$ cat src/rtl/evt_tx_pkg.sv
// Shared definitions for the event transmit path: event codes, record layout, FSM states.
// Latency: n/a (declarations only).
// Backpressure: n/a (declarations only).
package evt_tx_pkg;

   localparam logic [1:0] EVT_NONE   = 2'b00;
   localparam logic [5:0] MARKER_UID = 6'h3F;

   // 16-bit record: {code[15:14], uid[13:8], row[7:0]}, high byte sent first
   localparam int REC_CODE_LSB = 14;
   localparam int REC_UID_LSB  = 8;
   localparam int REC_ROW_LSB  = 0;
   localparam int UID_W        = 6;
   localparam int ROW_W        = 8;

   typedef enum logic [1:0] {
      IDLE    = 2'd0,
      SCAN    = 2'd1,
      SEND_HI = 2'd2,
      SEND_LO = 2'd3
   } tx_state_t;

   function automatic logic [15:0] make_record(input logic [1:0]       code,
                                               input logic [UID_W-1:0] uid,
                                               input logic [ROW_W-1:0] row);
      logic [15:0] rec;
      rec = '0;
      rec[REC_CODE_LSB +: 2]     = code;
      rec[REC_UID_LSB  +: UID_W] = uid;
      rec[REC_ROW_LSB  +: ROW_W] = row;
      return rec;
   endfunction

endpackage

$ cat src/rtl/evt_sync_fifo.sv
// Generic synchronous FIFO with full/empty flags, 2^AW entries.
// Latency: a pushed word is visible on pop_data the cycle after the push.
// Backpressure: pushes while full and pops while empty are ignored; caller gates on flags.
module evt_sync_fifo #(
   parameter int WIDTH = 8,
   parameter int AW    = 3
) (
   input  logic             clk,
   input  logic             rst,
   input  logic             push,
   input  logic [WIDTH-1:0] push_data,
   input  logic             pop,
   output logic [WIDTH-1:0] pop_data,
   output logic             full,
   output logic             empty
);

   localparam int DEPTH = 1 << AW;

   logic [WIDTH-1:0] mem [DEPTH];
   logic [AW:0]      wr_ptr;
   logic [AW:0]      rd_ptr;

   // Extra pointer bit distinguishes full from empty when the indices match
   assign empty    = (wr_ptr == rd_ptr);
   assign full     = (wr_ptr[AW] != rd_ptr[AW]) && (wr_ptr[AW-1:0] == rd_ptr[AW-1:0]);
   assign pop_data = mem[rd_ptr[AW-1:0]];

   // Pointer update; reset discards all stored entries
   always_ff @(posedge clk or posedge rst) begin
      if (rst) begin
         wr_ptr <= '0;
         rd_ptr <= '0;
      end else begin
         if (push && !full) begin
            wr_ptr <= wr_ptr + 1'b1;
         end
         if (pop && !empty) begin
            rd_ptr <= rd_ptr + 1'b1;
         end
      end
   end

   // Storage write; contents need no reset because the pointers define validity
   always_ff @(posedge clk) begin
      if (push && !full) begin
         mem[wr_ptr[AW-1:0]] <= push_data;
      end
   end

endmodule

$ cat src/rtl/event_tx_packer.sv
// Buffers nonzero event rows and serialises each unit event as a 2-byte record (optional EVT_TX_FRAME_MARKER_EN adds frame markers).
// Latency: first byte 3 cycles after the row push when unit 0 has an event; each zero unit adds one cycle.
// Backpressure: tx_valid/tx_data hold until tx_ready; a full row FIFO drops the new entry and counts it.
module event_tx_packer #(
   parameter int NUM_UNITS  = 4,
   parameter int ADDR_WIDTH = 5,
   parameter int FIFO_AW    = 3
) (
   input  logic                   clk,
   input  logic                   rst,
   input  logic [2*NUM_UNITS-1:0] event_in_array,
   input  logic                   event_in_valid,
   input  logic                   frame_start,
   input  logic                   frame_end,
   output logic [7:0]             tx_data,
   output logic                   tx_valid,
   input  logic                   tx_ready,
   output logic                   overflow,
   output logic [7:0]             drop_count,
   output logic                   busy
);

   import evt_tx_pkg::*;

   localparam int EV_W  = 2 * NUM_UNITS;
   localparam int ENT_W = 1 + ROW_W + EV_W;
   localparam logic [UID_W-1:0] LAST_UID = UID_W'(NUM_UNITS - 1);

   logic [ADDR_WIDTH-1:0] row_cnt;
   logic                  row_push;
   logic                  push_req;
   logic [ENT_W-1:0]      push_entry;
   logic                  fifo_push;
   logic                  fifo_pop;
   logic [ENT_W-1:0]      fifo_rd;
   logic                  fifo_full;
   logic                  fifo_empty;

   tx_state_t             state_q, state_d;
   logic [UID_W-1:0]      uid_q, uid_d;
   logic [ENT_W-1:0]      work_q, work_d;

   logic                  work_marker;
   logic [ROW_W-1:0]      work_row;
   logic [EV_W-1:0]       work_ev;
   logic [EV_W-1:0]       ev_shift;
   logic [1:0]            cur_code;
   logic [15:0]           rec;

   // Row index of the current sweep row; frame_start wins over increment
   always_ff @(posedge clk or posedge rst) begin
      if (rst) begin
         row_cnt <= '0;
      end else if (frame_start) begin
         row_cnt <= '0;
      end else if (event_in_valid) begin
         row_cnt <= row_cnt + 1'b1;
      end
   end

   assign row_push = event_in_valid && (event_in_array != '0);

`ifdef EVT_TX_FRAME_MARKER_EN
   logic [7:0] frame_cnt;
   logic       marker_pend;
   logic       marker_req;

   // A marker only goes in on a cycle without a row push, so rows seen before frame_end stay ahead of it
   assign marker_req = (frame_end || marker_pend) && !row_push;
   assign push_req   = row_push || marker_req;
   assign push_entry = row_push ? {1'b0, ROW_W'(row_cnt), event_in_array}
                                : {1'b1, frame_cnt, {EV_W{1'b0}}};

   // Frame number advances per marker attempt so a deferred marker still carries its own frame's number
   always_ff @(posedge clk or posedge rst) begin
      if (rst) begin
         frame_cnt   <= '0;
         marker_pend <= 1'b0;
      end else begin
         if (marker_req) begin
            frame_cnt <= frame_cnt + 8'd1;
         end
         if (row_push) begin
            marker_pend <= marker_pend || frame_end;
         end else begin
            marker_pend <= marker_pend && frame_end;
         end
      end
   end
`else
   logic unused_frame_end;
   assign unused_frame_end = frame_end;
   assign push_req   = row_push;
   assign push_entry = {1'b0, ROW_W'(row_cnt), event_in_array};
`endif

   // No same-cycle pass-through: a push against a full FIFO is dropped even if it pops this cycle
   assign fifo_push = push_req && !fifo_full;

   evt_sync_fifo #(
      .WIDTH (ENT_W),
      .AW    (FIFO_AW)
   ) u_row_fifo (
      .clk       (clk),
      .rst       (rst),
      .push      (fifo_push),
      .push_data (push_entry),
      .pop       (fifo_pop),
      .pop_data  (fifo_rd),
      .full      (fifo_full),
      .empty     (fifo_empty)
   );

   // Sticky drop indication and saturating drop counter
   always_ff @(posedge clk or posedge rst) begin
      if (rst) begin
         overflow   <= 1'b0;
         drop_count <= '0;
      end else if (push_req && fifo_full) begin
         overflow <= 1'b1;
         if (drop_count != 8'hFF) begin
            drop_count <= drop_count + 8'd1;
         end
      end
   end

   assign work_marker = work_q[ENT_W-1];
   assign work_row    = work_q[EV_W +: ROW_W];
   assign work_ev     = work_q[EV_W-1:0];
   assign ev_shift    = work_ev >> {uid_q, 1'b0};
   assign cur_code    = ev_shift[1:0];

   assign busy = !fifo_empty || (state_q != IDLE);

   // Serialiser state, unit cursor and working entry
   always_ff @(posedge clk or posedge rst) begin
      if (rst) begin
         state_q <= IDLE;
         uid_q   <= '0;
         work_q  <= '0;
      end else begin
         state_q <= state_d;
         uid_q   <= uid_d;
         work_q  <= work_d;
      end
   end

   // Next-state and stream outputs: scan units in ascending order, emit hi then lo byte per event
   always_comb begin
      state_d  = state_q;
      uid_d    = uid_q;
      work_d   = work_q;
      fifo_pop = 1'b0;
      tx_valid = 1'b0;
      tx_data  = 8'h00;
      rec      = work_marker ? make_record(EVT_NONE, MARKER_UID, work_row)
                             : make_record(cur_code, uid_q, work_row);
      case (state_q)
         IDLE: begin
            if (!fifo_empty) begin
               fifo_pop = 1'b1;
               work_d   = fifo_rd;
               uid_d    = '0;
               state_d  = SCAN;
            end
         end
         SCAN: begin
            if (work_marker || (cur_code != EVT_NONE)) begin
               state_d = SEND_HI;
            end else if (uid_q == LAST_UID) begin
               state_d = IDLE;
            end else begin
               uid_d = uid_q + 1'b1;
            end
         end
         SEND_HI: begin
            tx_valid = 1'b1;
            tx_data  = rec[15:8];
            if (tx_ready) begin
               state_d = SEND_LO;
            end
         end
         SEND_LO: begin
            tx_valid = 1'b1;
            tx_data  = rec[7:0];
            if (tx_ready) begin
               if (work_marker || (uid_q == LAST_UID)) begin
                  state_d = IDLE;
               end else begin
                  uid_d   = uid_q + 1'b1;
                  state_d = SCAN;
               end
            end
         end
         default: begin
            state_d = IDLE;
         end
      endcase
   end

endmodule

$ cat config.mk
export PLATFORM = sky130hd
export DESIGN_NAME = event_tx_packer
export DESIGN_NICKNAME = d
export VERILOG_FILES = /design/src/rtl/evt_tx_pkg.sv /design/src/rtl/evt_sync_fifo.sv /design/src/rtl/event_tx_packer.sv
export SDC_FILE = /design/constraint.sdc
export NUM_CORES = 1
export LEC_CHECK = 0
export CORE_UTILIZATION = 35
export CTS_CLUSTER_SIZE = 28
export DETAILED_ROUTE_END_ITERATION = 7
export PLACE_DENSITY = 0.48
export SYNTH_ARGS = -nofsm -noshare
export SYNTH_HDL_FRONTEND = slang
export SYNTH_HIERARCHICAL = 1
export SYNTH_SLANG_ARGS = --single-unit
$ cat constraint.sdc
create_clock -name clk -period 4 [get_ports clk]
set_input_delay 1 -clock clk [delete_from_list [all_inputs] [get_ports clk]]
set_output_delay 1 -clock clk [all_outputs]
set_load 0.02 [all_outputs]
[Word level (Yosys, flattened, before mapping)]
Memories as Yosys holds them, arrays and structs flattened. A register that Yosys moved wholly into a read port is not among the register bits.
Cells that the tools add are included.
Word-level totals
  bits in registers: 47
  memory bits (writable): 104
  memories kept: 1
  bits of input ports: 14
  output and inout bits: 19
Memories
  u_row_fifo.mem: words 8, width 13, rd ports 1, clocked after memory_dff 1, wr ports 1, line evt_sync_fifo.sv:20  | logic [WIDTH-1:0] mem [DEPTH];
Cells by class
  bitwise gates (word level): 1
  reductions and logical operators: 22
  add/sub/neg operators: 5
  muxes and demuxes: 22
  equal/unequal tests: 15
  shifts and indexed selects: 1
Operators by type and width (number)
  $mux 6: 5
  $pmux 6 s3: 1
  $mux 16: 1
  $pmux 8 s2: 1
  $ne 2x2->1 const B: 6
  $mux 2: 5
  $mux 5: 2
  $add 4x1->4 const B: 2
  $add 8x1->8 const B: 1
  $ne 8x8->1 const B: 1
  $pmux 2 s4: 1
  $reduce_bool 8->1: 1
  $shr 8x7->2: 1
  $add 6x1->6 const B: 1
  $eq 6x2->1 const B: 1
  $logic_and 1x1->1: 6
  $mux 1: 6
  $reduce_and 6->1: 1
  $reduce_bool 2->1: 3
  $add 5x1->5 const B: 1
  $eq 2x2->1 const B: 2
  $eq 4x4->1: 1
  $reduce_and 2->1: 2
  $reduce_and 4->1: 1
  other kinds (10): 13

[Logic depth before layout (Yosys ltp)]
  word-level depth: 7
  depth in mapped cells: 9
  gate-level depth less buffers: 7

[Cells and area by module]
Netlist, hierarchy kept.
By module, submodules not included
  evt_sync_fifo: cells an instance 256, times used 1, area each 5784.3 um2
  event_tx_packer: cells an instance 190, times used 1, area each 1990.7 um2

[Worst setup path before layout]
OpenSTA, ideal clock, no wires.
  kind: in2reg
  start point: input port event_in_valid
  end point: memory u_row_fifo/mem[4][0] in the netlist's numbering (enable)
  required time: 3.565 ns
  data arrival time: 3.398 ns
  stages on the path: 5
  path buffers: 1
  slack: 0.168 ns
  cell sequence: clkbuf_1 -> o21ai_0 -> nor2_1 -> nand2_1 -> nor4_1
Between the ends
  word-level cells in the longest chain between the ends: 5
Ends and longest elaborated chain
  start, declared: line event_tx_packer.sv:12  | input logic event_in_valid,
  $logic_and 1x1->1: line event_tx_packer.sv:61  | assign row_push = event_in_valid && (event_in_array != '0);
  $logic_and 1x1->1: line event_tx_packer.sv:98  | assign fifo_push = push_req && !fifo_full;
  net fifo_push: line event_tx_packer.sv:33  | logic fifo_push;
  $logic_and 1x1->1: line evt_sync_fifo.sv:46  | if (push && !full) begin
  $mux 1: line evt_sync_fifo.sv:46
  $mux 1 (not written as such): line evt_sync_fifo.sv:47  | mem[wr_ptr[AW-1:0]] <= push_data;
  end, declared: line evt_sync_fifo.sv:20
The timed path passes the listed nets, and every way through them passes these cells.

[Final worst setup path]
  start point: register u_row_fifo.wr_ptr[1]
  end point: output port busy
Between the ends
  word-level cells in the longest chain between the ends: 3
Ends and longest elaborated chain
  start, declared: line evt_sync_fifo.sv:21  | logic [AW:0] wr_ptr;
  start signal, assigned: line evt_sync_fifo.sv:36  | wr_ptr <= wr_ptr + 1'b1;
  $eq 4x4->1: line evt_sync_fifo.sv:25  | assign empty = (wr_ptr == rd_ptr);
  net fifo_empty: line event_tx_packer.sv:37  | logic fifo_empty;
  $logic_not 1->1: line event_tx_packer.sv:133  | assign busy = !fifo_empty || (state_q != IDLE);
  $logic_or 1x1->1: line event_tx_packer.sv:133
  end, declared: line event_tx_packer.sv:20  | output logic busy
The timed path passes the listed nets, and every way through them passes these cells.

==> results by group <==
Run
  – Max cap viols: 0

Clock network
  – H-tree Lvls: 4
  – Clock Latency Late Sink: 410 ps
  – Clock slew at reported path FFs: 70 ps
  – CTS Buf Count: 17
  – CTS tree: built
  – Clock Root Buffer: clkbuf_16
  – Setup Buffers After CTS: 0
  – Clk sink count: 183
  – CTS Buffer Depth: 2
  – CTS resizes: 0
  – CTS Hold Bufs: 0

Global route
  – Grt ovf: 0
  – Gr usage total: 14.6%
  – Vias in the first global route: 4164
  – Largest net degree at the start of global routing: 39
  – Initial antenna violation count: 0
  – First-pass GRT wire length: 23900 um

Synth
  – Syn avg cell area: 17.4 um2
  – EDFF count, synth: 136
  – FFs w/ async S/R, synth: 25.7%
  – Synth top area share: 52.5%
  – Yosys reg bits: 183
  – Netlist cell types: 48
  – Most area-consuming cells after synthesis: edfxtp_1 (53%), dfrtp_1 (15%), mux4_2 (5.8%)
  – Post-Synthesis Cells: 446
  – Yosys warns: 6
  – Fraction of the yosys area taken by sequential cells: 67.7%
  – Post-Syn Area: 7770 um2
  – Largest area contributor in the netlist: edfxtp_1
  – Main flop type after synthesis: edfxtp_1

Min path
  – Hold crit path type: flop to flop
  – Hold path depth: 1

Timing
  – Final setup viols: 0
  – Clock skew: 10.6 ps
  – Final hold viol count: 0
  – Tcrit/Tclk final: 91.4%
  – Fmax: 274 MHz
  – Pin slew with the least headroom to its limit: 923 ps
  – Setup TNS: 0 ps
  – RSZ-0062 raised after global routing: false
  – Minimum clock period: 3660 ps
  – Relative max-transition margin: 38.2%
  – Max Slew Vio Count: 0

Cells and area
  – Area Growth Syn to Fin: 17.5%
  – Share of cells above drive strength 1: 21.7%
  – Multi-input logic area: 2490 um2
  – Nets: 544
  – Antenna Cells: 0
  – Fillers: 1951
  – Post-route insts no fill: 818
  – Register area: 5260 um2
  – Design area: 9140 um2

Floorplanning
  – Die ar.: 22800 um2
  – # IOs: 33
  – Effective utilization at floorplan: 35.6%
  – Die Y: 151 um
  – Num rows: 54
  – Core ar.: 21800 um2
  – Die W: 151 um

Route
  – Post-DR wirelength/cell: 18.7 um
  – Initial detailed-routing violation count: 141
  – Pre-antenna DRT Iters: 4
  – Routed Antenna Nets: 0
  – DRC: 0
  – Vias/cell: 4.97
  – Via Count: 4067
  – Final WL: 15300 um

Power
  – Sw frac: 33.2%
  – Lkg Pwr: 3.25 nW
  – Clk pwr share: 23.7%
  – Peak supply drop: 0.307 mV
  – P per Cell Area: 722 nW/um2
  – Flop pwr share: 41.6%
  – Internal Power: 4.41 mW
  – Logic pwr share: 34.8%
  – NetSw: 2.19 mW

Placement
  – DP Area: 8590 um2
  – Gpl congestion: 0.729
  – Dpl cells: 786
  – # port buffers: 31
  – HPWL Detailed: 9620 um

Worst setup path
  – CP endpoint kind: output port
  – Worst setup SP type: flop
  – Req. time, crit path: 3000 ps
  – Setup CP Type: flop to output port
  – Arrival time worst endpoint: 2660 ps
  – Reg2Reg Depth: 8
  – Peak fanout along the critical path: 10

Run status
  – Status: complete, no violations
## stage by stage
step	hold slack (ps)	util, %	worst slack (ps)	power, mW
floorplan	475	-	168	4.40
global placement	450	39.4	513	5.07
detailed placement	459	39.4	501	5.12
CTS	476	41.9	304	6.70
global route	504	41.9	212	6.99
finish	474	41.9	345	6.60
## sequential cells by signal, summed over array words and instances (netlist names), named ones only
name and count:
u_row_fifo/mem 136, overflow 1, drop_count 8, u_row_fifo/rd_ptr 4
uid_q 6, state_q 1, row_cnt 5, u_row_fifo/wr_ptr 4
work_q 17
## power groups by stage
stage          logic [mW]  registers [mW]  clock network [mW]
2_1_floorplan        1.73            2.66                   0
3_3_place_gp         2.30            2.77                   0
3_5_place_dp         2.33            2.79                   0
4_1_cts              2.34            2.75                1.61
5_1_grt              2.51            2.80                1.68
6_report             2.29            2.74                1.56
## metal layers
metal  share of wire [%]  track usage, %
met4                 1.4            4.90
met1                  47            19.4
met3                 2.2            3.01
met2                  49            24.0
met5                   0               0
## synth_stat cells (5+ instances only)
cell,n
nand4_1,5
a21oi_1,12
dfrtp_1,47
ha_1,5
o311ai_1,5
clkbuf_1,9
xnor2_1,6
nand2b_1,5
nand3_1,5
inv_1,7
edfxtp_1,136
nor2_1,33
nand2_1,16
mux2_2,33
mux4_2,20
mux4_1,16
buf_2,9
o21ai_0,6
xor2_1,11
## worst max-delay path, cell delays in order, from the launching register on
cell             delay, ps
dfrtp_1                520
xor2_2                 200
buf_4                  190
or3_1                  390
nor2_1                 270
nand2_1                110
clkdlybuf4s50_1        560
## kinds of logic after synthesis
kind of cell             count (synthesis)  synth area share (%)
buffers and inverters                   30                  2.12
AO/OA/AOI/OAI                           41                  3.99
AND/OR/NAND/NOR                         93                  6.29
other                                    1                0.0482
flip-flops                             183                  67.7
adder cells (fa/ha/maj)                  5                 0.805
XOR/XNOR                                20                  2.54
multiplexers                            73                  16.5
## placed cells by master (no fill, tap or decap), types with 6 or more instances in the layout
master,n
a21oi_1,12
buf_4,21
clkbuf_16,17
clkdlybuf4s50_1,31
conb_1,32
dfrtp_1,46
edfxtp_1,136
inv_1,6
mux2_2,33
mux4_1,16
mux4_2,20
nand2_1,16
nor2_1,33
o21ai_0,6
xnor2_1,6
xor2_1,11
## cell type report
cell class,count,area share (%)
sequential,183,57.6
inverter,7,0.288
timing repair buffer,52,5.12
clock buffer,22,4.86
tap,280,3.83
clock inverter,10,1.10
multi-input combinational,264,27.2
## path summary, 6_finish.rpt
check	startpoint	slack [ps]	to
setup / recovery	u_row_fifo/wr_ptr[1]	340	busy
hold / removal	overflow	470	overflow
setup reg to reg	u_row_fifo/wr_ptr[1]	1190	uid_q[3]
hold reg to reg	overflow	470	overflow
max in group asynchronous	rst	2350	work_q[9]
min in group asynchronous	rst	890	u_row_fifo/rd_ptr[2]
Power figures use the tool's default switching activity.
